[config.mk]
export PLATFORM = sky130hd
export DESIGN_NAME = mem_indirect_seq_flat
export DESIGN_NICKNAME = d
export VERILOG_FILES = /design/src/rtl/mem_indirect_seq_pkg.sv /design/src/rtl/mem_indirect_seq_if.sv /design/src/rtl/mem_indirect_seq_timer.sv /design/src/rtl/mem_indirect_seq.sv /design/src/flat_wrapper.sv
export SDC_FILE = /design/constraint.sdc
export NUM_CORES = 1
export LEC_CHECK = 0
export CAP_MARGIN = 30
export CORE_ASPECT_RATIO = 0.6
export CORE_MARGIN = 4
export CORE_UTILIZATION = 42
export CTS_CLUSTER_SIZE = 12
export DETAILED_ROUTE_END_ITERATION = 12
export PLACE_DENSITY_LB_ADDON = 0.1
export SLEW_MARGIN = 0
export SYNTH_ARGS = -nofsm -noshare
export SYNTH_HDL_FRONTEND = slang
export SYNTH_SLANG_ARGS = --single-unit
[constraint.sdc]
create_clock -name clk -period 2.1 [get_ports clk]
set_clock_uncertainty 0.2 [all_clocks]
set_input_delay 0.42 -clock clk [delete_from_list [all_inputs] [get_ports clk]]
set_output_delay 0.42 -clock clk [all_outputs]
set_load 0.02 [all_outputs]
[src/rtl/mem_indirect_seq_pkg.sv]
// Shared LC-3b types for the MEM-stage indirect-access sequencer.
package mem_indirect_seq_pkg;

  typedef enum logic [3:0] {
    op_br   = 4'b0000, op_add = 4'b0001, op_ldb = 4'b0010, op_stb  = 4'b0011,
    op_jsr  = 4'b0100, op_and = 4'b0101, op_ldr = 4'b0110, op_str  = 4'b0111,
    op_rti  = 4'b1000, op_not = 4'b1001, op_ldi = 4'b1010, op_sti  = 4'b1011,
    op_jmp  = 4'b1100, op_shf = 4'b1101, op_lea = 4'b1110, op_trap = 4'b1111
  } lc3b_opcode;

  typedef struct packed {
    lc3b_opcode  opcode;
    logic        load_regfile;
    logic [1:0]  marmux_sel;
    logic [1:0]  mdrmux_sel;
    logic        mem_read;
    logic        mem_write;
    logic [2:0]  dest;
  } lc3b_control_word;

  localparam logic [1:0] MARMUX_PTR = 2'b10;
  localparam logic [1:0] MDRMUX_SRC = 2'b00;

  typedef enum logic [1:0] {IDLE, HOP, FINAL} mem_seq_state_t;

  function automatic logic is_indirect(lc3b_opcode op);
    return (op == op_ldi) || (op == op_sti);
  endfunction

endpackage

[src/rtl/mem_indirect_seq_if.sv]
// MEM-stage control word / data-memory handshake bundle for the sequencer.
interface mem_indirect_seq_if #(
  parameter int ADDR_W = 16,
  parameter int DATA_W = 16
);
  import mem_indirect_seq_pkg::*;

  logic              valid_in;
  lc3b_control_word  ctrl_word_in;
  logic              data_response;
  logic [DATA_W-1:0] data_rdata;
  lc3b_control_word  ctrl_word_out;
  logic [ADDR_W-1:0] addr_ptr;
  logic              stall;
  logic              done;
  logic [3:0]        hop_cnt;
  logic              timeout_err;

  modport master (
    output valid_in, ctrl_word_in, data_response, data_rdata,
    input  ctrl_word_out, addr_ptr, stall, done, hop_cnt, timeout_err
  );

  modport slave (
    input  valid_in, ctrl_word_in, data_response, data_rdata,
    output ctrl_word_out, addr_ptr, stall, done, hop_cnt, timeout_err
  );
endinterface

[src/rtl/mem_indirect_seq_timer.sv]
// Per-access response wait counter; saturates at TIMEOUT, TIMEOUT=0 never expires.
module mem_wait_timer #(
  parameter int TIMEOUT = 255
) (
  input  logic clk,
  input  logic reset,
  input  logic clear_i,
  input  logic enable_i,
  output logic expired_o
);
  localparam int CW = (TIMEOUT > 0) ? $clog2(TIMEOUT + 1) : 1;

  logic [CW-1:0] cnt_q, cnt_d;

  always_comb begin
    cnt_d = cnt_q;
    if (clear_i) begin
      cnt_d = '0;
    end else if (enable_i && (cnt_q != CW'(TIMEOUT))) begin
      cnt_d = cnt_q + 1'b1;
    end
  end

  always_ff @(posedge clk) begin
    if (reset) begin
      cnt_q <= '0;
    end else begin
      cnt_q <= cnt_d;
    end
  end

  assign expired_o = (TIMEOUT != 0) && (cnt_q == CW'(TIMEOUT));
endmodule

[src/rtl/mem_indirect_seq.sv]
// MEM-stage LDI/STI sequencer: chases MAX_HOPS pointers, then performs the final access.
module mem_indirect_seq
  import mem_indirect_seq_pkg::*;
#(
  parameter int ADDR_W   = 16,
  parameter int DATA_W   = 16,
  parameter int MAX_HOPS = 1,
  parameter int TIMEOUT  = 255
) (
  input logic             clk,
  input logic             reset,
  mem_indirect_seq_if.slave bus
);
  mem_seq_state_t   state_q, state_d;
  logic [ADDR_W-1:0] ptr_q, ptr_d, rdata_ext;
  logic [3:0]        hop_q, hop_d;
  logic              is_store_q, is_store_d;
  logic              err_q, err_d;
  lc3b_control_word  cw;
  logic              stall, done, expired;

  if (DATA_W >= ADDR_W) begin : g_trunc
    assign rdata_ext = bus.data_rdata[ADDR_W-1:0];
  end else begin : g_zext
    assign rdata_ext = {{(ADDR_W-DATA_W){1'b0}}, bus.data_rdata};
  end

  // Clearing while IDLE covers entry to the first access; a response starts the next one.
  mem_wait_timer #(.TIMEOUT(TIMEOUT)) u_timer (
    .clk       (clk),
    .reset     (reset),
    .clear_i   ((state_q == IDLE) || bus.data_response),
    .enable_i  (state_q != IDLE),
    .expired_o (expired)
  );

  always_ff @(posedge clk) begin
    if (reset) begin
      state_q    <= IDLE;
      ptr_q      <= '0;
      hop_q      <= '0;
      is_store_q <= 1'b0;
      err_q      <= 1'b0;
    end else begin
      state_q    <= state_d;
      ptr_q      <= ptr_d;
      hop_q      <= hop_d;
      is_store_q <= is_store_d;
      err_q      <= err_d;
    end
  end

  always_comb begin
    cw         = bus.ctrl_word_in;
    state_d    = state_q;
    ptr_d      = ptr_q;
    hop_d      = hop_q;
    is_store_d = is_store_q;
    err_d      = err_q;
    stall      = 1'b0;
    done       = 1'b0;

    case (state_q)
      IDLE: begin
        if (bus.valid_in && is_indirect(bus.ctrl_word_in.opcode)) begin
          stall      = 1'b1;
          is_store_d = (bus.ctrl_word_in.opcode == op_sti);
          hop_d      = '0;
          state_d    = HOP;
        end
      end
      HOP: begin
        cw.mem_read  = 1'b1;
        cw.mem_write = 1'b0;
        cw.marmux_sel = (hop_q == 4'd0) ? bus.ctrl_word_in.marmux_sel : MARMUX_PTR;
        stall = 1'b1;
        if (bus.data_response) begin
          ptr_d = rdata_ext;
          hop_d = hop_q + 4'd1;
          if (hop_q == 4'(MAX_HOPS - 1)) state_d = FINAL;
        end
      end
      FINAL: begin
        cw.marmux_sel = MARMUX_PTR;
        if (is_store_q) begin
          cw.mem_read   = 1'b0;
          cw.mem_write  = 1'b1;
          cw.mdrmux_sel = MDRMUX_SRC;
        end else begin
          cw.mem_read  = 1'b1;
          cw.mem_write = 1'b0;
        end
        stall = 1'b1;
        if (bus.data_response) begin
          stall   = 1'b0;
          done    = 1'b1;
          state_d = IDLE;
        end
      end
      default: state_d = IDLE;
    endcase

    // A response in the expiry cycle takes precedence over the timeout.
    if ((state_q != IDLE) && expired && !bus.data_response) begin
      err_d        = 1'b1;
      state_d      = IDLE;
      stall        = 1'b0;
      done         = 1'b0;
      cw.mem_read  = 1'b0;
      cw.mem_write = 1'b0;
    end

    if (reset) begin
      cw.mem_read  = 1'b0;
      cw.mem_write = 1'b0;
      stall        = 1'b0;
      done         = 1'b0;
    end
  end

  assign bus.ctrl_word_out = cw;
  assign bus.addr_ptr      = ptr_q;
  assign bus.stall         = stall;
  assign bus.done          = done;
  assign bus.hop_cnt       = hop_q;
  assign bus.timeout_err   = err_q;
endmodule

[src/flat_wrapper.sv]
// flat-port wrapper written by rule: the top's interface ports become plain ports
module mem_indirect_seq_flat import mem_indirect_seq_pkg::*;
#(
  parameter int ADDR_W   = 16,
  parameter int DATA_W   = 16,
  parameter int MAX_HOPS = 1,
  parameter int TIMEOUT  = 255
)
  (clk, reset, bus_valid_in, bus_ctrl_word_in, bus_data_response, bus_data_rdata, bus_ctrl_word_out, bus_addr_ptr, bus_stall, bus_done, bus_hop_cnt, bus_timeout_err);
  mem_indirect_seq_if #(.ADDR_W(ADDR_W), .DATA_W(DATA_W)) bus_i ();
  input logic clk;
  input logic reset;
  input wire logic [$bits(bus_i.valid_in)-1:0] bus_valid_in;
  input wire logic [$bits(bus_i.ctrl_word_in)-1:0] bus_ctrl_word_in;
  input wire logic [$bits(bus_i.data_response)-1:0] bus_data_response;
  input wire logic [$bits(bus_i.data_rdata)-1:0] bus_data_rdata;
  output wire logic [$bits(bus_i.ctrl_word_out)-1:0] bus_ctrl_word_out;
  output wire logic [$bits(bus_i.addr_ptr)-1:0] bus_addr_ptr;
  output wire logic [$bits(bus_i.stall)-1:0] bus_stall;
  output wire logic [$bits(bus_i.done)-1:0] bus_done;
  output wire logic [$bits(bus_i.hop_cnt)-1:0] bus_hop_cnt;
  output wire logic [$bits(bus_i.timeout_err)-1:0] bus_timeout_err;
  assign bus_i.valid_in = bus_valid_in;
  assign bus_i.ctrl_word_in = bus_ctrl_word_in;
  assign bus_i.data_response = bus_data_response;
  assign bus_i.data_rdata = bus_data_rdata;
  assign bus_ctrl_word_out = bus_i.ctrl_word_out;
  assign bus_addr_ptr = bus_i.addr_ptr;
  assign bus_stall = bus_i.stall;
  assign bus_done = bus_i.done;
  assign bus_hop_cnt = bus_i.hop_cnt;
  assign bus_timeout_err = bus_i.timeout_err;
  mem_indirect_seq #(.ADDR_W(ADDR_W), .DATA_W(DATA_W), .MAX_HOPS(MAX_HOPS), .TIMEOUT(TIMEOUT)) u_core (.clk(clk), .reset(reset), .bus(bus_i));
endmodule
## After elaboration in Yosys (flattened, before gate mapping)

Index checks and enable logic that the tools add are counted.

| operators by class | value |
|---|---|
| equal/unequal tests | 10 |
| reductions and logical operators | 17 |
| muxes and demuxes | 25 |
| $add $sub $neg | 2 |

Operators with widths:

| kind | count |
|---|---|
| 2-bit two-way mux | 10 |
| 8-bit by 1-bit adder with 8-bit output, second input constant | 1 |
| 4-bit == test, second input constant | 2 |
| 8-bit == test, second input constant | 1 |
| 1-bit two-way mux | 8 |
| 4-bit two-way mux | 2 |
| 8-bit inequality test, second input constant | 1 |
| 2-bit one-hot mux with 2 select lines | 2 |
| 4-bit one-hot mux with 2 select lines | 1 |
| 2-bit inequality test, second input constant | 3 |
| 2-bit one-hot mux with 3 select lines | 1 |
| 4-bit by 1-bit adder with 4-bit output, second input constant | 1 |
| 1-bit logical AND | 4 |
| 4-bit zero test | 1 |
| 2-bit AND reduction | 2 |
| 4-bit AND reduction | 1 |
| 2-bit nonzero test | 2 |
| 2-bit OR reduction | 2 |
| 1-bit one-hot mux with 3 select lines | 1 |
| 3-bit AND reduction | 1 |
| 2-bit by 1-bit == test with 1-bit output, second input constant | 1 |
| 2-bit == test, second input constant | 1 |
| 2-bit zero test | 1 |
| 1-bit logical OR | 2 |
| 2 further kinds | 2 |

| word-level totals | value |
|---|---|
| logic and storage cells | 60 |
| output and inout bits | 37 |
| flip-flop bits (word level) | 32 |
| bits of input ports | 34 |

## Logic depth before layout (Yosys ltp)

Gate-level depths: netlist (run 1).

| logic depth | value |
|---|---|
| word-level depth | 7 |
| depth in mapped cells | 8 |
| mapped depth without buffers | 6 |

## Cells and area by module

From an unflattened synthesis (run 1), not the netlist that was laid out.

| unflattened totals | value |
|---|---|
| cells, all modules | 200 |
| area, all modules | 1,656.6 um^2 |

By module, submodules not included:

| module | sequential area each (um^2) | area each (um^2) | times used | cells an instance |
|---|---|---|---|---|
| mem_indirect_seq | 480.5 | 1,231.2 | 1 | 155 |
| mem_wait_timer | 160.2 | 425.4 | 1 | 45 |

## Worst setup path after synthesis (run 1)

Ideal clock, no wire load.

| timing | value |
|---|---|
| path kind | reg-to-output |
| from | register u_core.state_q[1] |
| to | output bus_ctrl_word_out[4] |
| path slack | -0.127 ns |
| cell stages (with the launch flop) | 7 |
| buffers on the path | 1 |
| data arrival time | 1.607 ns |
| data required time | 1.480 ns |
| cells stage by stage | dfxtp_1 -> inv_1 -> ha_1 -> buf_2 -> nor2_1 -> a21o_1 -> a311oi_1 |

| between the ends | value |
|---|---|
| word-level cells in the longest chain between the ends | 5 |
| elaborated cells between the ends (all ways) | 8 |
| those cells by class | eq/ne (2); mux (3); reduce/logical (3) |

Ends and longest elaborated chain:

| what | line | RTL |
|---|---|---|
| from (decl) | mem_indirect_seq.sv:14 | `mem_seq_state_t state_q, state_d;` |
| from (signal assigned) | mem_indirect_seq.sv:45 | `state_q <= state_d;` |
| branches (longest 3 deep; another with 2-bit == test) | - |  |
| 2-bit two-way mux * | mem_indirect_seq.sv:104 | `if ((state_q != IDLE) && expired && !bus.data_response) begin` |
| 2-bit two-way mux * | mem_indirect_seq.sv:113 | `if (reset) begin` |
| to (decl) | flat_wrapper.sv:17 | `output wire logic [$bits(bus_i.ctrl_word_out)-1:0] bus_ctrl_word_out;` |

Every way passes the cells marked *.

## Worst setup path in the final report (run 1)

| timing | value |
|---|---|
| from | register u_core.u_timer.cnt_q[1] |
| to | output bus_ctrl_word_out[4] |

| between the ends | value |
|---|---|
| word-level cells in the longest chain between the ends | 5 |

Ends and longest elaborated chain:

| what | line | RTL |
|---|---|---|
| from (decl) | mem_indirect_seq_timer.sv:13 | `logic [CW-1:0] cnt_q, cnt_d;` |
| from (signal assigned) | mem_indirect_seq_timer.sv:28 | `cnt_q <= cnt_d;` |
| 8-bit == test | mem_indirect_seq_timer.sv:32 | `assign expired_o = (TIMEOUT != 0) && (cnt_q == CW'(TIMEOUT));` |
| 1-bit logical AND (2 in a row) | mem_indirect_seq.sv:104 |  |
| 2-bit two-way mux | mem_indirect_seq.sv:104 |  |
| 2-bit two-way mux | mem_indirect_seq.sv:113 |  |

Every way passes these cells.

==> qor.yml, run 1 <==
floorplanning:
  core_area_um2: 3720
  initial_utilization_pct: 44.1
  die_h_um: 56.4
  io-pin-count: 71
  die-area_um2: 5000
  die_w_um: 88.7
  num_rows: 17
route:
  drcViolationCount: 0
  antenna_left: 0
  drt_first_pass_iters: 4
  vias: 1786
  routed_wl_mm: 4.96
  wl_per_cell_um: 14.0
  vias_per_cell: 5.05
  drtIter0Drc: 71
status:
  violations: "negative setup slack"
  run_status: "complete, but fails checks"
placement:
  placed_area_um2: 2560
  hpwl_mm: 3.56
  dp_cells: 342
  place_congestion: 0.824
  port_buffers: 62
setup_path:
  r2r-start: "u_core.state_q[1]"
  arrival_ns: 1.52
  crit_start: "u_core.u_timer.cnt_q[1]"
  required_ns: 1.48
  worstSetupPathType: "reg -> out"
  critPathCaptureType: "output port"
  critPathLaunchType: "flip-flop"
  critical_path.max_fanout: 4
logic_synthesis:
  seq_area_frac_synth_pct: 39.1
  synth_seq_cells: 32
  synth_area_um2: 1640
  ys_top_cells_by_count: "44 x nand2_1, 32 x dfxtp_1, 28 x a21oi_1"
  synth_ff_type: "dfxtp_1"
  synth.largest_area_cell: "dfxtp_1"
  synth_edf_count: 0
  synth_cell_types: 39
  postSynthAreaPerCell_um2: 7.92
  syn_inst: 207
  synth_fp_nets: 248
  async_reset_ff_share_pct: 0
  yosysTopAreaCellShare_pct: 39.1
  synthTopCellsByArea: "dfxtp_1 39%, nand2_1 10%, a21oi_1 8.5%"
  synth.yosys.warnings: 0
  synth_most_common_cell: "nand2_1"
timing:
  rsz0062_at_grt: "yes"
  max_slew_margin_pct: 81.8
  fin_setup_tns_ns: -0.0356
  fmax_ghz: 0.468
  fin_ws_ns: -0.0356
  period_share_pct: 102
  finalSetupViolations: 1
  finalHoldViolations: 0
  post-route-min-period_ns: 2.14
  hold-worst-slack_ns: 0.252
  drv_slew: 0
  worstMarginPinSlew_ns: 0.273
pwr:
  pwr-share-clk_pct: 31.6
  p_per_area_nw_per_um2: 686
  leakage_nw: 1.14
  peakVddDrop_mv: 0.414
  p_comb_share_pct: 34.1
  p_switching_mw: 0.620
  pwr-share-seq_pct: 34.2
  intPower_mw: 1.31
  netSwitchingFraction_pct: 32.1
clocking:
  clock_path_buffers: 2
  cts_tree: "yes"
  clock_latency_ns: 0.29
  holdBufCountCts: 0
  cts_made_buffers: 5
  cts.sinks: 32
  clkSlewWorstSetupHoldPaths_ns: 0.07
  cts-htree-levels: 2
  cts-root-buf: "clkbuf_8"
grt:
  antenna_found_initial: 0
  grt_first_pass_wirelength_mm: 7.84
  grt_pass1_vias: 1711
  grt.overflow.total: 0
  grt_max_degree: 25
  grtUsageTotal_pct: 20.2
flow_run:
  maxCapViolCount: 0
hold_path:
  hold_class: "reg -> reg"
  hold_start: "u_core.bus.addr_ptr[14]"
layout:
  final_area_um2: 2820
  antenna_cells: 0
  area_growth_pct: 71.6
  instances_no_fill: 354
  nets: 347
  drive_above_1_share_pct: 31.9
-- cell type report --
type	instances	area, um^2
inverters	11	46.3
fillers	303	907
flip-flops and latches	32	651
clock inverters	3	42.5
clock buffers	5	68.8
multi-input cells	146	977
repair buffers	110	971
well taps	47	58.8
-- flip-flops by register name, indices dropped and copies added, names as in the netlist --
signal,cells
u_core.bus.addr_ptr,16
u_core.bus.hop_cnt,4
u_core.bus.timeout_err,1
u_core.is_store_q,1
u_core.state_q,2
u_core.u_timer.cnt_q,8
-- per-layer routing --
| layer | track usage [%] | wire [um] | vias to the layer above |
|---|---|---|---|
| li1 | - | - | 900 |
| met1 | 28.1 | 2340 | 821 |
| met2 | 29.2 | 2200 | 59 |
| met3 | 8.06 | 364 | 6 |
| met4 | 4.74 | 48 | 0 |
| met5 | 0 | 0 | - |
-- critical path: stages, from the launching register on --
cell and delay [ns]:
dfxtp_2 0.34, ha_4 0.16, nand3_4 0.09, nor2_4 0.05, a21o_4 0.22, a311oi_2 0.18, buf_4 0.18
-- layout by cell type (no fill, tap or decap), types with 4 or more instances in the layout --
cell and n:
a21oi_1 26, dfxtp_2 5, dlygate4sd2_1 5, nor2_1 12, o21ai_0 4, clkdlybuf4s50_1 43
dfxtp_1 26, dlymetal6s2s_1 6, nand3_1 5, ha_4 4, inv_1 6, nand2_1 42
buf_4 54, clkbuf_8 5
-- worst paths after layout --
kind         depth (start not counted)                      end  slack (ns)
max                                  6     bus_ctrl_word_out[4]       -0.04
min                                  2  u_core.bus.addr_ptr[14]        0.25
max reg2reg                          7  u_core.u_timer.cnt_q[7]        0.09
min reg2reg                          2  u_core.bus.addr_ptr[14]        0.25
-- power by group through the flow --
stage                     clock network [mW]  logic [mW]  registers (mW)
after CTS                              0.618       0.627           0.659
after global placement                     0       0.607           0.669
after floorplan                            0       0.291           0.703
after global routing                   0.650       0.706           0.665
after detailed placement                   0       0.615           0.669
final                                  0.611       0.660           0.661
-- stage by stage --
step | setup slack [ns] | total power, mW | util [%]
2_1_floorplan | 0.0465 | 0.994 | -
3_3_place_gp | -0.576 | 1.28 | 68.7
3_5_place_dp | -0.618 | 1.28 | 68.7
4_1_cts | -0.110 | 1.90 | 72.4
5_1_grt | -0.108 | 2.02 | 75.6
6_report | -0.0356 | 1.93 | 75.6
-- repair_timing --
item	in CTS	in global routing
endpoints found under the setup margin	12	11
cloned	0	0
resized for setup	59	34
buffers inserted	0	4
pin swaps	5	9
-- cell families (layout without fill, tap and decap cells) --
kind of cell | after synthesis | in the layout | share of synthesized area (%)
simple gates | 83 | 83 | 23.7
buf+inv | 29 | 129 | 8.92
mux | 1 | 1 | 0.686
compound gates | 51 | 51 | 20.1
flops | 32 | 32 | 39.1
fa+ha+maj | 7 | 7 | 5.34
xor+xnor | 4 | 4 | 2.14
Note: power is estimated with default switching activity, not from simulation.
==> inputs of run 2 (changes only) <==
- REMOVE_ABC_BUFFERS: unset -> 1
==> qor.yml, run 2 (synthesis results as in run 1) <==
layout:
  final_area_um2: 2800  # was 2820 um^2
  area_growth_pct: 70.4  # was 71.6%
  seq_area_um2: 653  # was 651 um^2
  final_util_pct: 75.1  # was 75.6%
  num-fill-cells: 298  # was 303
  instances_no_fill: 356  # was 354
  multi_input_area_um2: 961  # was 977 um^2
  largest_reg_flops: 16  # unchanged
  final_cell_mix: "53 x buf_4, 48 x clkdlybuf4s50_1, 43 x nand2_1, 26 x a21oi_1, 26 x dfxtp_1"  # was 54 x buf_4, 43 x clkdlybuf4s50_1, 42 x nand2_1, 26 x a21oi_1, 26 x dfxtp_1
  drive_above_1_share_pct: 30.7  # was 31.9%
  layout_commonest_cell: "buf_4"  # unchanged
  antenna_cells: 0  # unchanged
  nets: 350  # was 347
setup_path:
  r2r-start: "u_core.state_q[1]"  # unchanged
  critPathLaunchType: "flip-flop"  # unchanged
  regToRegEndpoint: "u_core.u_timer.cnt_q[1]"  # was u_core.u_timer.cnt_q[7]
  rr_worst_depth: 7  # unchanged
  crit_path_cell_trace: "inv_4, ha_4, nor2_2, a21o_1, a311oi_1, buf_2"  # was ha_4, nand3_4, nor2_4, a21o_4, a311oi_2, buf_4
  worstSetupPathType: "reg -> out"  # unchanged
  required_ns: 1.48  # about the same
  slowest_delay_ns: 0.37  # was 0.34 ns
  critical_path.max_fanout: 4  # unchanged
  r2r_slack_ns: 0.09  # about the same
  arrival_ns: 1.55  # was 1.52 ns
  critPathCaptureType: "output port"  # unchanged
  slowest_stage: "dfxtp_4"  # was dfxtp_2
timing:
  drv_slew: 0  # unchanged
  max_slew_margin_pct: 79.3  # was 81.8%
  post-route-min-period_ns: 2.17  # was 2.14 ns
  fin_setup_tns_ns: -0.198  # was -0.0356 ns
  worstMarginPinSlew_ns: 0.311  # was 0.273 ns
  fin_ws_ns: -0.0722  # was -0.0356 ns
  hold-worst-slack_ns: 0.251  # was 0.252 ns
  rsz0062_at_grt: "yes"  # unchanged
  finalHoldViolations: 0  # unchanged
  finalSetupViolations: 4  # was 1
  fmax_ghz: 0.460  # was 0.468 GHz
  period_share_pct: 103  # was 102%
clocking:
  cts-root-buf: "clkbuf_8"  # unchanged
  cts_made_buffers: 5  # unchanged
  cts-htree-levels: 2  # unchanged
  clock_latency_ns: 0.29  # about the same
  clock_path_buffers: 2  # unchanged
  cts_tree: "yes"  # unchanged
  cts.sinks: 32  # unchanged
  holdBufCountCts: 0  # unchanged
  clkSlewWorstSetupHoldPaths_ns: 0.07  # about the same
route:
  vias_per_cell: 4.97  # was 5.05
  wl_per_cell_um: 14.0  # about the same
  vias: 1769  # was 1786
  routed_wl_mm: 4.98  # was 4.96 mm
  drt_first_pass_iters: 4  # unchanged
  drtIter0Drc: 85  # was 71
  drcViolationCount: 0  # unchanged
  antenna_left: 0  # unchanged
status:
  violations: "negative setup slack"  # unchanged
  run_status: "complete, but fails checks"  # unchanged
grt:
  grt_max_degree: 25  # unchanged
  grt.overflow.total: 0  # unchanged
  antenna_found_initial: 0  # unchanged
  grt_pass1_vias: 1691  # was 1711
  grtUsageTotal_pct: 19.9  # was 20.2%
  grt_first_pass_wirelength_mm: 7.75  # was 7.84 mm
pwr:
  pwr-share-clk_pct: 28.2  # was 31.6%
  p_switching_mw: 0.581  # was 0.620 mW
  p_comb_share_pct: 35.6  # was 34.1%
  peakVddDrop_mv: 0.392  # was 0.414 mV
  p_per_area_nw_per_um2: 651  # was 686 nW/um^2
  pwr-share-seq_pct: 36.2  # was 34.2%
  netSwitchingFraction_pct: 31.9  # was 32.1%
  intPower_mw: 1.24  # was 1.31 mW
  leakage_nw: 1.08  # was 1.14 nW
  p_total_mw: 1.82  # was 1.93 mW
placement:
  place_congestion: 0.832  # was 0.824
  placed_area_um2: 2540  # was 2560 um^2
  dp_slack_ns: -0.685  # was -0.618 ns
  dp_cells: 341  # was 342
  hpwl_mm: 3.58  # was 3.56 mm
  port_buffers: 62  # unchanged
hold_path:
  hold_class: "reg -> reg"  # unchanged
  hold_start: "u_core.bus.addr_ptr[7]"  # was u_core.bus.addr_ptr[14]
  hold-path-endpoint: "u_core.bus.addr_ptr[7]"  # was u_core.bus.addr_ptr[14]
  whs_path_depth: 2  # unchanged
floorplanning:
  die-area_um2: 5000  # unchanged
  die_w_um: 88.7  # unchanged
  die_h_um: 56.4  # unchanged
  initial_utilization_pct: 44.1  # unchanged
  core_area_um2: 3720  # unchanged
  io-pin-count: 71  # unchanged
  num_rows: 17  # unchanged
flow_run:
  maxCapViolCount: 0  # unchanged
## run 2: worst max-delay path, delay by kind of cell (launching register included)
kind                       cells  cell delay [ns]
DFF                            1             0.37
and+or+nand+nor                1             0.05
AOI/OAI and AO/OA              2             0.44
buffers and inverters          2             0.27
adders and majority gates      1             0.13
## run 2: per-layer routing
metal / vias to the layer above / share of wire (%) / GRT usage (%)
met5: - / 0 / 0
met2: 63 / 41 / 27.6
met1: 796 / 49 / 28.0
met4: 0 / 1.8 / 7.11
met3: 9 / 8.1 / 7.04
li1: 901 / - / -
## run 2: layout make-up
class	count	share of cell area (%)
sequential	32	23.4
timing repair buffer	113	35.0
multi-input combinational	146	34.4
clock buffer	7	3.45
inverter	11	1.66
tap	47	2.10
## run 2: power groups by stage
stage	combinational (mW)	sequential [mW]	clock, mW
after global placement	0.595	0.669	0
after detailed placement	0.602	0.670	0
after CTS	0.614	0.659	0.533
after floorplan	0.240	0.703	0
final	0.648	0.660	0.513
after global routing	0.698	0.665	0.556
## run 2: worst max-delay path by stage
stage	start	end	cells past startpoint
floorplan	u_core.state_q[1]	bus_ctrl_word_out[4]	5
global placement	bus_ctrl_word_in[11]	bus_stall	5
detailed placement	bus_ctrl_word_in[11]	bus_stall	5
CTS	u_core.u_timer.cnt_q[1]	bus_ctrl_word_out[4]	6
global route	u_core.state_q[1]	bus_ctrl_word_out[4]	6
finish	u_core.state_q[1]	bus_ctrl_word_out[4]	6
## run 2: repair_timing
item / 4_1_cts / 5_1_grt
setup buffers: 2 / 6
pin swaps: 7 / 7
endpoints found under the setup margin: 12 / 8
resized for setup: 68 / 17
gates cloned: 0 / 0
